File: config.mk
export PLATFORM = sky130hd
export DESIGN_NAME = code_receiver
export DESIGN_NICKNAME = d
export VERILOG_FILES = /design/src/rtl/code_link_pkg.sv /design/src/rtl/bit_sampler.sv /design/src/rtl/code_receiver.sv
export SDC_FILE = /design/constraint.sdc
export NUM_CORES = 1
export LEC_CHECK = 0
export BUFFER_PORTS_ARGS = -buffer_cell sky130_fd_sc_hd__buf_2
export CAP_MARGIN = 0
export CORE_ASPECT_RATIO = 1.4
export CORE_MARGIN = 1
export CORE_UTILIZATION = 45
export CTS_BUF_LIST = sky130_fd_sc_hd__clkbuf_8
export DETAILED_ROUTE_END_ITERATION = 10
export SLEW_MARGIN = 10
export SYNTH_ARGS = -nofsm -noshare
export SYNTH_HDL_FRONTEND = slang
export SYNTH_SLANG_ARGS = --single-unit
export TNS_END_PERCENT = 1
File: constraint.sdc
create_clock -name clk -period 2 [get_ports clk]
set_clock_uncertainty 0.2 [all_clocks]
set_input_delay 0.4 -clock clk [delete_from_list [all_inputs] [get_ports clk]]
set_output_delay 0.4 -clock clk [all_outputs]
set_load 0.02 [all_outputs]
File: src/rtl/code_link_pkg.sv
// Shared definitions for the pushbutton code link (TX encoder and RX receiver).
package code_link_pkg;

  localparam int unsigned CODE_W         = 8;
  localparam int unsigned KEY_W          = 4;
  localparam int unsigned HDR_W          = CODE_W - KEY_W;
  localparam logic [HDR_W-1:0] HEADER    = 4'b1010;
  localparam int unsigned DEF_BIT_CYCLES = 12500;

  typedef enum logic [1:0] {
    HUNT   = 2'd0,
    VERIFY = 2'd1,
    LOCKED = 2'd2
  } rx_state_t;

  // True when the upper nibble of a frame window carries the link header.
  function automatic logic header_ok(input logic [CODE_W-1:0] w);
    return w[CODE_W-1 -: HDR_W] == HEADER;
  endfunction

endpackage

File: src/rtl/bit_sampler.sv
// Bit timing recovery: 2-flop synchronizer, edge detector and phase counter
// that strobes mid-bit. Optional edge output under CODE_RX_TIMEOUT_EN.
module bit_sampler
  import code_link_pkg::*;
#(
  parameter int unsigned BIT_CYCLES = DEF_BIT_CYCLES
) (
  input  logic clk,
  input  logic rst_n,
  input  logic serial_in,
  output logic bit_val,
  output logic bit_stb
`ifdef CODE_RX_TIMEOUT_EN
  ,
  output logic bit_edge
`endif
);

  localparam int unsigned CNT_W = $clog2(BIT_CYCLES);
  localparam logic [CNT_W-1:0] HALF_LOAD = CNT_W'(BIT_CYCLES / 2 - 1);
  localparam logic [CNT_W-1:0] FULL_LOAD = CNT_W'(BIT_CYCLES - 1);

  logic             sync1;
  logic             sync2;
  logic             prev;
  logic [CNT_W-1:0] phase_cnt;
  logic             edge_c;
  logic             expire_c;

  assign edge_c   = sync2 ^ prev;
  assign expire_c = (phase_cnt == '0);

  // Synchronize the asynchronous line and keep the previous value for edge detect.
  always_ff @(posedge clk or negedge rst_n) begin
    if (!rst_n) begin
      sync1 <= 1'b0;
      sync2 <= 1'b0;
      prev  <= 1'b0;
    end else begin
      sync1 <= serial_in;
      sync2 <= sync1;
      prev  <= sync2;
    end
  end

  // Phase counter: an edge re-centres the strobe half a bit later; an edge wins over expiry.
  always_ff @(posedge clk or negedge rst_n) begin
    if (!rst_n) begin
      phase_cnt <= '0;
      bit_stb   <= 1'b0;
      bit_val   <= 1'b0;
    end else begin
      if (edge_c) begin
        phase_cnt <= HALF_LOAD;
      end else if (expire_c) begin
        phase_cnt <= FULL_LOAD;
      end else begin
        phase_cnt <= phase_cnt - CNT_W'(1);
      end
      bit_stb <= expire_c & ~edge_c;
      bit_val <= sync2;
    end
  end

`ifdef CODE_RX_TIMEOUT_EN
  // Registered edge indication feeding the idle timer.
  always_ff @(posedge clk or negedge rst_n) begin
    if (!rst_n) begin
      bit_edge <= 1'b0;
    end else begin
      bit_edge <= edge_c;
    end
  end
`endif

endmodule

File: src/rtl/code_receiver.sv
// Receive end of the pushbutton code link: frame alignment, consistency
// check and registered code/button outputs. Optional idle timeout is
// enabled with the CODE_RX_TIMEOUT_EN macro.
module code_receiver
  import code_link_pkg::*;
#(
  parameter int unsigned BIT_CYCLES  = DEF_BIT_CYCLES,
  parameter int unsigned LOCK_FRAMES = 2
) (
  input  logic              clk,
  input  logic              rst_n,
  input  logic              serial_in,
  output logic [CODE_W-1:0] code,
  output logic [KEY_W-1:0]  buttons,
  output logic              locked,
  output logic              frame_stb
);

  logic              bit_val;
  logic              bit_stb;
  rx_state_t         state;
  rx_state_t         state_d;
  logic [CODE_W-1:0] window;
  logic [CODE_W-1:0] win_next;
  logic [CODE_W-1:0] cand;
  logic [CODE_W-1:0] cand_d;
  logic [2:0]        match_cnt;
  logic [2:0]        match_d;
  logic [2:0]        match_inc;
  logic [2:0]        bit_cnt;
  logic [2:0]        bit_cnt_d;
  logic [CODE_W-1:0] code_d;
  logic              stb_d;
  logic              check_c;

`ifdef CODE_RX_TIMEOUT_EN
  localparam int unsigned IDLE_CYCLES = 16 * BIT_CYCLES;
  localparam int unsigned IDLE_W      = $clog2(IDLE_CYCLES + 1);

  logic              bit_edge;
  logic [IDLE_W-1:0] idle_cnt;
  logic              timeout_c;

  assign timeout_c = (idle_cnt == IDLE_W'(IDLE_CYCLES));

  // Idle timer: cleared by every edge, saturates at the timeout value.
  always_ff @(posedge clk or negedge rst_n) begin
    if (!rst_n) begin
      idle_cnt <= '0;
    end else if (bit_edge) begin
      idle_cnt <= '0;
    end else if (!timeout_c) begin
      idle_cnt <= idle_cnt + IDLE_W'(1);
    end
  end
`endif

  bit_sampler #(
    .BIT_CYCLES(BIT_CYCLES)
  ) u_bit_sampler (
    .clk      (clk),
    .rst_n    (rst_n),
    .serial_in(serial_in),
    .bit_val  (bit_val),
    .bit_stb  (bit_stb)
`ifdef CODE_RX_TIMEOUT_EN
    ,
    .bit_edge (bit_edge)
`endif
  );

  assign win_next  = {window[CODE_W-2:0], bit_val};
  assign match_inc = match_cnt + 3'd1;
  assign check_c   = bit_stb && (bit_cnt == 3'd7);

  // State, window and output registers.
  always_ff @(posedge clk or negedge rst_n) begin
    if (!rst_n) begin
      state     <= HUNT;
      window    <= '0;
      cand      <= '0;
      match_cnt <= '0;
      bit_cnt   <= '0;
      code      <= '0;
      buttons   <= '0;
      locked    <= 1'b0;
      frame_stb <= 1'b0;
    end else begin
      state     <= state_d;
      if (bit_stb) begin
        window <= win_next;
      end
      cand      <= cand_d;
      match_cnt <= match_d;
      bit_cnt   <= bit_cnt_d;
      code      <= code_d;
      buttons   <= (state_d == LOCKED) ? code_d[KEY_W-1:0] : '0;
      locked    <= (state_d == LOCKED);
      frame_stb <= stb_d;
    end
  end

  // Alignment FSM: hunt for a header, confirm repeated frames, then track.
  always_comb begin
    state_d   = state;
    cand_d    = cand;
    match_d   = match_cnt;
    bit_cnt_d = bit_cnt;
    code_d    = code;
    stb_d     = 1'b0;

    if (bit_stb && (state != HUNT)) begin
      bit_cnt_d = bit_cnt + 3'd1;
    end

    case (state)
      HUNT: begin
        if (bit_stb && header_ok(win_next)) begin
          state_d   = VERIFY;
          cand_d    = win_next;
          match_d   = 3'd1;
          bit_cnt_d = '0;
        end
      end
      VERIFY: begin
        if (check_c) begin
          if (!header_ok(win_next)) begin
            state_d = HUNT;
          end else if (win_next != cand) begin
            cand_d  = win_next;
            match_d = 3'd1;
          end else begin
            match_d = match_inc;
            if (match_inc >= 3'(LOCK_FRAMES)) begin
              state_d = LOCKED;
              code_d  = win_next;
              stb_d   = 1'b1;
            end
          end
        end
      end
      LOCKED: begin
        if (check_c) begin
          if (header_ok(win_next)) begin
            code_d = win_next;
            stb_d  = 1'b1;
          end else begin
            state_d = HUNT;
          end
        end
      end
      default: begin
        state_d = HUNT;
      end
    endcase

`ifdef CODE_RX_TIMEOUT_EN
    if (timeout_c) begin
      state_d = HUNT;
      code_d  = code;
      stb_d   = 1'b0;
    end
`endif
  end

endmodule

-- After elaboration in Yosys (flattened, before gate mapping)
Cells that the tools add are included.
- flip-flop bits (word level): 55
- word-level logic and storage cells: 85
- $add $sub $neg: 3
- magnitude comparators: 1
- equal/unequal tests: 14
- multiplexer cells: 38
- bitwise logic cells: 3
- reduce and logical (&&, ||, !) cells: 11
- operators with widths (operator ; count):
    $mux 8 ; 10
    $pmux 8 s2 ; 2
    $mux 14 ; 2
    $mux 3 ; 7
    $ne 2x2->1 const B ; 8
    $logic_not 14->1 ; 1
    $mux 2 ; 7
    $sub 14x1->14 const B ; 1
    $ne 8x8->1 ; 1
    $reduce_and 7->1 ; 1
    $add 3x1->3 const B ; 2
    $mux 1 ; 6
    $pmux 2 s3 ; 1
    $pmux 3 s2 ; 1
    $reduce_bool 2->1 ; 3
    $reduce_and 5->1 ; 1
    $eq 2x2->1 const B ; 2
    $eq 4x4->1 const B ; 1
    $mux 4 ; 1
    $reduce_and 4->1 ; 1
    $eq 3x3->1 const B ; 1
    $ge 3x2->1 const B ; 1
    $logic_and 1x1->1 ; 3
    $eq 2x1->1 const B ; 1
    5 further kinds ; 5

-- Depth between registers and ports, before layout
- depth after elaboration: 9
- mapped depth: 8

-- Hierarchy
From an unflattened synthesis, not the netlist that was laid out.
- cells, all modules: 241
- area total of the unflattened synthesis: 2718.9 um^2
- by module, submodules not included (module ; instances ; cells each ; area each (um^2) ; sequential area each (um^2)):
    code_receiver ; 1 ; 164 ; 1876.8 ; 925.9
    bit_sampler ; 1 ; 77 ; 842.1 ; 450.4

-- Least setup slack after synthesis
Ideal clock, no wire load.
- kind: register to register
- from: register state[0]
- to: register buttons[0]
- setup time: 0.100 ns
- arrival: 1.906 ns
- setup slack: -0.205 ns
- cell stages (with the launch flop): 9
- path buffers: 1
- period minus slack after synthesis: 2.205 ns
- cell sequence: dfrtp_1 inv_1 ha_1 buf_1 inv_1 nor3_1 a31oi_1 o21a_1 a311oi_1
- cells in the longest elaborated chain, start to end: 7
- RTL lines (item ; line ; text):
    start: declaration ; code_receiver.sv:21 ; rx_state_t state;
    start signal: assignment ; code_receiver.sv:89 ; state <= state_d;
    $mux 2 ; code_receiver.sv:134 ; if (match_inc >= 3'(LOCK_FRAMES)) begin
    $mux 2 ; code_receiver.sv:129 ; end else if (win_next != cand) begin
    $mux 2 ; code_receiver.sv:127 ; if (!header_ok(win_next)) begin
    $mux 2 ; code_receiver.sv:126 ; if (check_c) begin
    $pmux 2 s3 ; code_receiver.sv:116 ; case (state)
    $eq 2x2->1 ; code_receiver.sv:97 ; buttons <= (state_d == LOCKED) ? code_d[KEY_W-1:0] : '0;
    $mux 4 (*) ; code_receiver.sv:97 ;
    end signal: assignment ; code_receiver.sv:97 ;
    end: declaration ; code_receiver.sv:14 ; output logic [KEY_W-1:0] buttons,
Mark *: on every way between the ends. The rest lies on a longest branch, timed or not.
A chain may end at the register's enable or synchronous reset.

-- Worst setup path after layout
- from: register match_cnt[0]
- to: register code[5]
- cells in the longest elaborated chain, start to end: 4
- RTL lines (item ; line ; text):
    start: declaration ; code_receiver.sv:27 ; logic [2:0] match_cnt;
    start signal: assignment ; code_receiver.sv:94 ; match_cnt <= match_d;
    $add 3x1->3 ; code_receiver.sv:73 ; assign match_inc = match_cnt + 3'd1;
    $ge 3x2->1 ; code_receiver.sv:134 ;
    $ne 2x2->1 (no line) ; - ;
    $reduce_and 7->1 (no line) ; - ;
    end signal: assignment ; code_receiver.sv:96 ; code <= code_d;
    end: declaration ; code_receiver.sv:13 ; output logic [CODE_W-1:0] code,
Every way passes these cells.

==> reports/metrics.csv <==
stage;metric;value;unit
run;max-cap violation count;0;
die;I/O Pins;17;
placed_design;Area after DPL;0.00327;mm^2
detailed_routing;ANT nets after route;0;
detailed_routing;Iteration-0 DRC Markers;76;
layout;layout cell share with drive strength beyond 1;43.6;%
layout;final non-filler cell total;387;
timing;Slew HR;63.5;%
placed_design;global placer's final weighted congestion;0.840;
placed_design;pre-CTS setup slack;-247;ps
run_status;status;finished, violations left;
yosys;cell count after synthesis;239;
detailed_routing;DR WL/cell;14.1;um
setup_path;Worst Path Class, Setup;flop to flop;
layout;fin area;0.00358;mm^2
layout;commonest non-fill, non-tap cells in the layout;dfrtp_1 (55), buf_4 (54), nor2_1 (21), buf_2 (16), mux2_2 (14);
yosys;post-synthesis sequential area ratio;51.4;%
clock_tree;CTS sink cnt;55;
clock_tree;TritonCTS Buffers;5;
timing;Hold Fails Final Rpt;0;
detailed_routing;Detailed Route WL;5460;um
setup_path;WP data required;1990;ps
yosys;net count after synthesis;251;
clock_tree;clock latency on the worst-skew pair;310;ps
yosys;Yosys Warn Count;0;
die;# rows;32;
detailed_routing;Via Count;2050;
timing;Final Setup Violations;22;
yosys;top cells by area, synth;dfrtp_1 (51%), mux2_2 (5.9%), xnor2_1 (4.9%);
setup_path;flop-to-flop setup slack;-190;ps
yosys;mapped cell area;0.00268;mm^2
global_routing;met3 GRT Util;2.93;%
global_routing;antenna violations before repair;0;
clock_tree;Root Buffer;clkbuf_8;
global_routing;met2 usage;35.7;%
global_routing;busiest grt layer;met2;
timing;worst slew pin tran;545;ps
power;Cell Pwr Density;543;mW/mm^2
timing;Final Cycle Share;109;%
yosys;post-synth top area share;51.4;%
detailed_routing;vias per cell;5.30;
yosys;Yosys top cell by area;dfrtp_1;
setup_path;CP startpoint kind;flop;
layout;Layout area overhead;33.5;%
placed_design;Port-buffer cells;16;
detailed_routing;Residual DRC;0;
setup_path;crit-path max FO;4;
clock_tree;CTS tree;built;
die;Initial Utilization;47.8;%
global_routing;All-Layer GR Usage;19.5;%
detailed_routing;DRT Pass-1 Iters;4;
die;die height;93.3;um
timing;RSZ-0062 raised after global routing;true;
layout;commonest non-fill, non-tap cell in the layout;dfrtp_1;
yosys;unique cell type count in the Yosys netlist;49;
die;core box area;0.00561;mm^2
timing;final worst slack;-189;ps
yosys;commonest register cell after synthesis;dfrtp_1;
placed_design;Placed Cells incl. Taps;375;
global_routing;total grt overflow;0;
die;Die W;67.2;um
global_routing;global-route wire length before repair;9250;um
clock_tree;CTS H-tree depth;2;
placed_design;dpl hpwl;3970;um
power;Lkg Pwr;1.66;nW
layout;Net count, final;330;
power;Max VDD drop;0.000525;V
die;Die Area;0.00627;mm^2
clock_tree;Max clock buf depth;2;
yosys;Synth Register Bits;55;
timing;maximum clock rate;457;MHz
yosys;EDFF count, synth;0;
timing;worst hold slack;158;ps
yosys;Mean Syn Cell Area;11.2;um^2
global_routing;number of global-route vias before repair;2065;
power;post-layout power;1.94;mW
layout;number of fill cells in the layout;460;
layout;Antenna Cells;0;
setup_path;crit path DAT;2180;ps
worst_hold_path;Hold Path Class;flop to flop;
timing;Max Slew Vio Count;0;
setup_path;crit path capture type;flop;
run_status;failing checks;negative setup slack;
timing;post-layout min period;2190;ps
global_routing;largest net degree at the start of global routing;56;
global_routing;routing usage on met1;22.5;%
clock_tree;Clk pin slew, worst setup/hold paths;100;ps
yosys;FFs w/ async S/R, synth;100;%
## layout make-up
| cell class | instances | area, um^2 | share of cell area [%] |
|---|---|---|---|
| Inverter | 11 | 41.3 | 1.15 |
| Clock buffer | 6 | 82.6 | 2.31 |
| Timing Repair Buffer | 76 | 559 | 15.6 |
| Clock inverter | 2 | 13.8 | 0.385 |
| Tap cell | 68 | 85.1 | 2.38 |
| Multi-Input combinational cell | 169 | 1420 | 39.6 |
| Sequential cell | 55 | 1380 | 38.5 |
## worst max-delay path, cell delays in order (launching register included)
cell      delay [ps]
dfrtp_1          410
ha_2             220
xor2_2           180
o211ai_1         370
nor4_1            90
a31oi_1          150
buf_4            140
mux2_2           320
## per-layer routing
metal	up-vias	wire [um]
met5	-	0
met4	0	70
met3	7	114
met2	25	2980
met1	1005	2300
li1	1013	-
## metrics by stage
step	setup TNS (ps)	util, %
floorplan	-846	-
global placement	-2220	58.4
detailed placement	-2510	58.4
CTS	-1890	62.0
global route	-3770	63.8
finish	-1600	63.8
## report_power, final
part | leakage, nW | switching, mW | internal, mW
Combinational | 0.874 | 0.0722 | 0.0706
Sequential | 0.732 | 0.0241 | 1.14
Clock | 0.0516 | 0.357 | 0.284
Total | 1.66 | 0.453 | 1.49
## flip-flops by register name, summed over array words and instances (netlist names), 2 cells and up
| signal | count |
|---|---|
| cand | 8 |
| u_bit_sampler.phase_cnt | 14 |
| window | 7 |
| buttons | 4 |
| code | 8 |
| bit_cnt | 3 |
| match_cnt | 3 |
| state | 2 |
## what timing repair did
item | CTS | global route
setup buffers | 1 | 1
hold endpoints to repair | 56 | 0
hold buffers | 2 | 0
pin swaps | 5 | 4
setup endpoints to repair | 25 | 32
resized for setup | 13 | 19
## cells in the mapped netlist (2+ instances only)
library cell / instances
dfrtp_1: 55
nor2_1: 21
xnor2_1: 15
mux2_2: 14
nand2_1: 14
inv_1: 11
ha_1: 9
nor3_1: 9
o21ai_0: 8
a31oi_1: 7
a21oi_1: 6
o21a_1: 5
xor2_1: 5
a21o_1: 4
a22o_1: 4
a311oi_1: 3
a32oi_1: 3
and2_1: 3
nor4_1: 3
and4_1: 2
buf_2: 2
nand2b_1: 2
nand3_1: 2
nand3b_1: 2
nand4_2: 2
nor2b_1: 2
or2_2: 2
or3_1: 2
or3_4: 2
## cells by family (layout without fill, tap and decap cells)
kind of cell | after synthesis | after routing | synth area share [%]
simple gates | 78 | 78 | 17.0
flops | 55 | 55 | 51.4
compound gates | 47 | 47 | 12.2
xor+xnor | 21 | 21 | 7.15
buf+inv | 15 | 95 | 2.19
mux | 14 | 14 | 5.89
fa+ha+maj | 9 | 9 | 4.20
## worst paths after layout
kind / from / end / cells after the start
max in group asynchronous: rst_n / u_bit_sampler.phase_cnt[7] / 3
hold / removal: u_bit_sampler.sync1 / u_bit_sampler.sync2 / 0
setup reg to reg: match_cnt[0] / code[5] / 7
setup / recovery: match_cnt[0] / code[5] / 7
min in group asynchronous: rst_n / code[1] / 3
hold reg to reg: u_bit_sampler.sync1 / u_bit_sampler.sync2 / 0
Power figures use the tool's default switching activity.
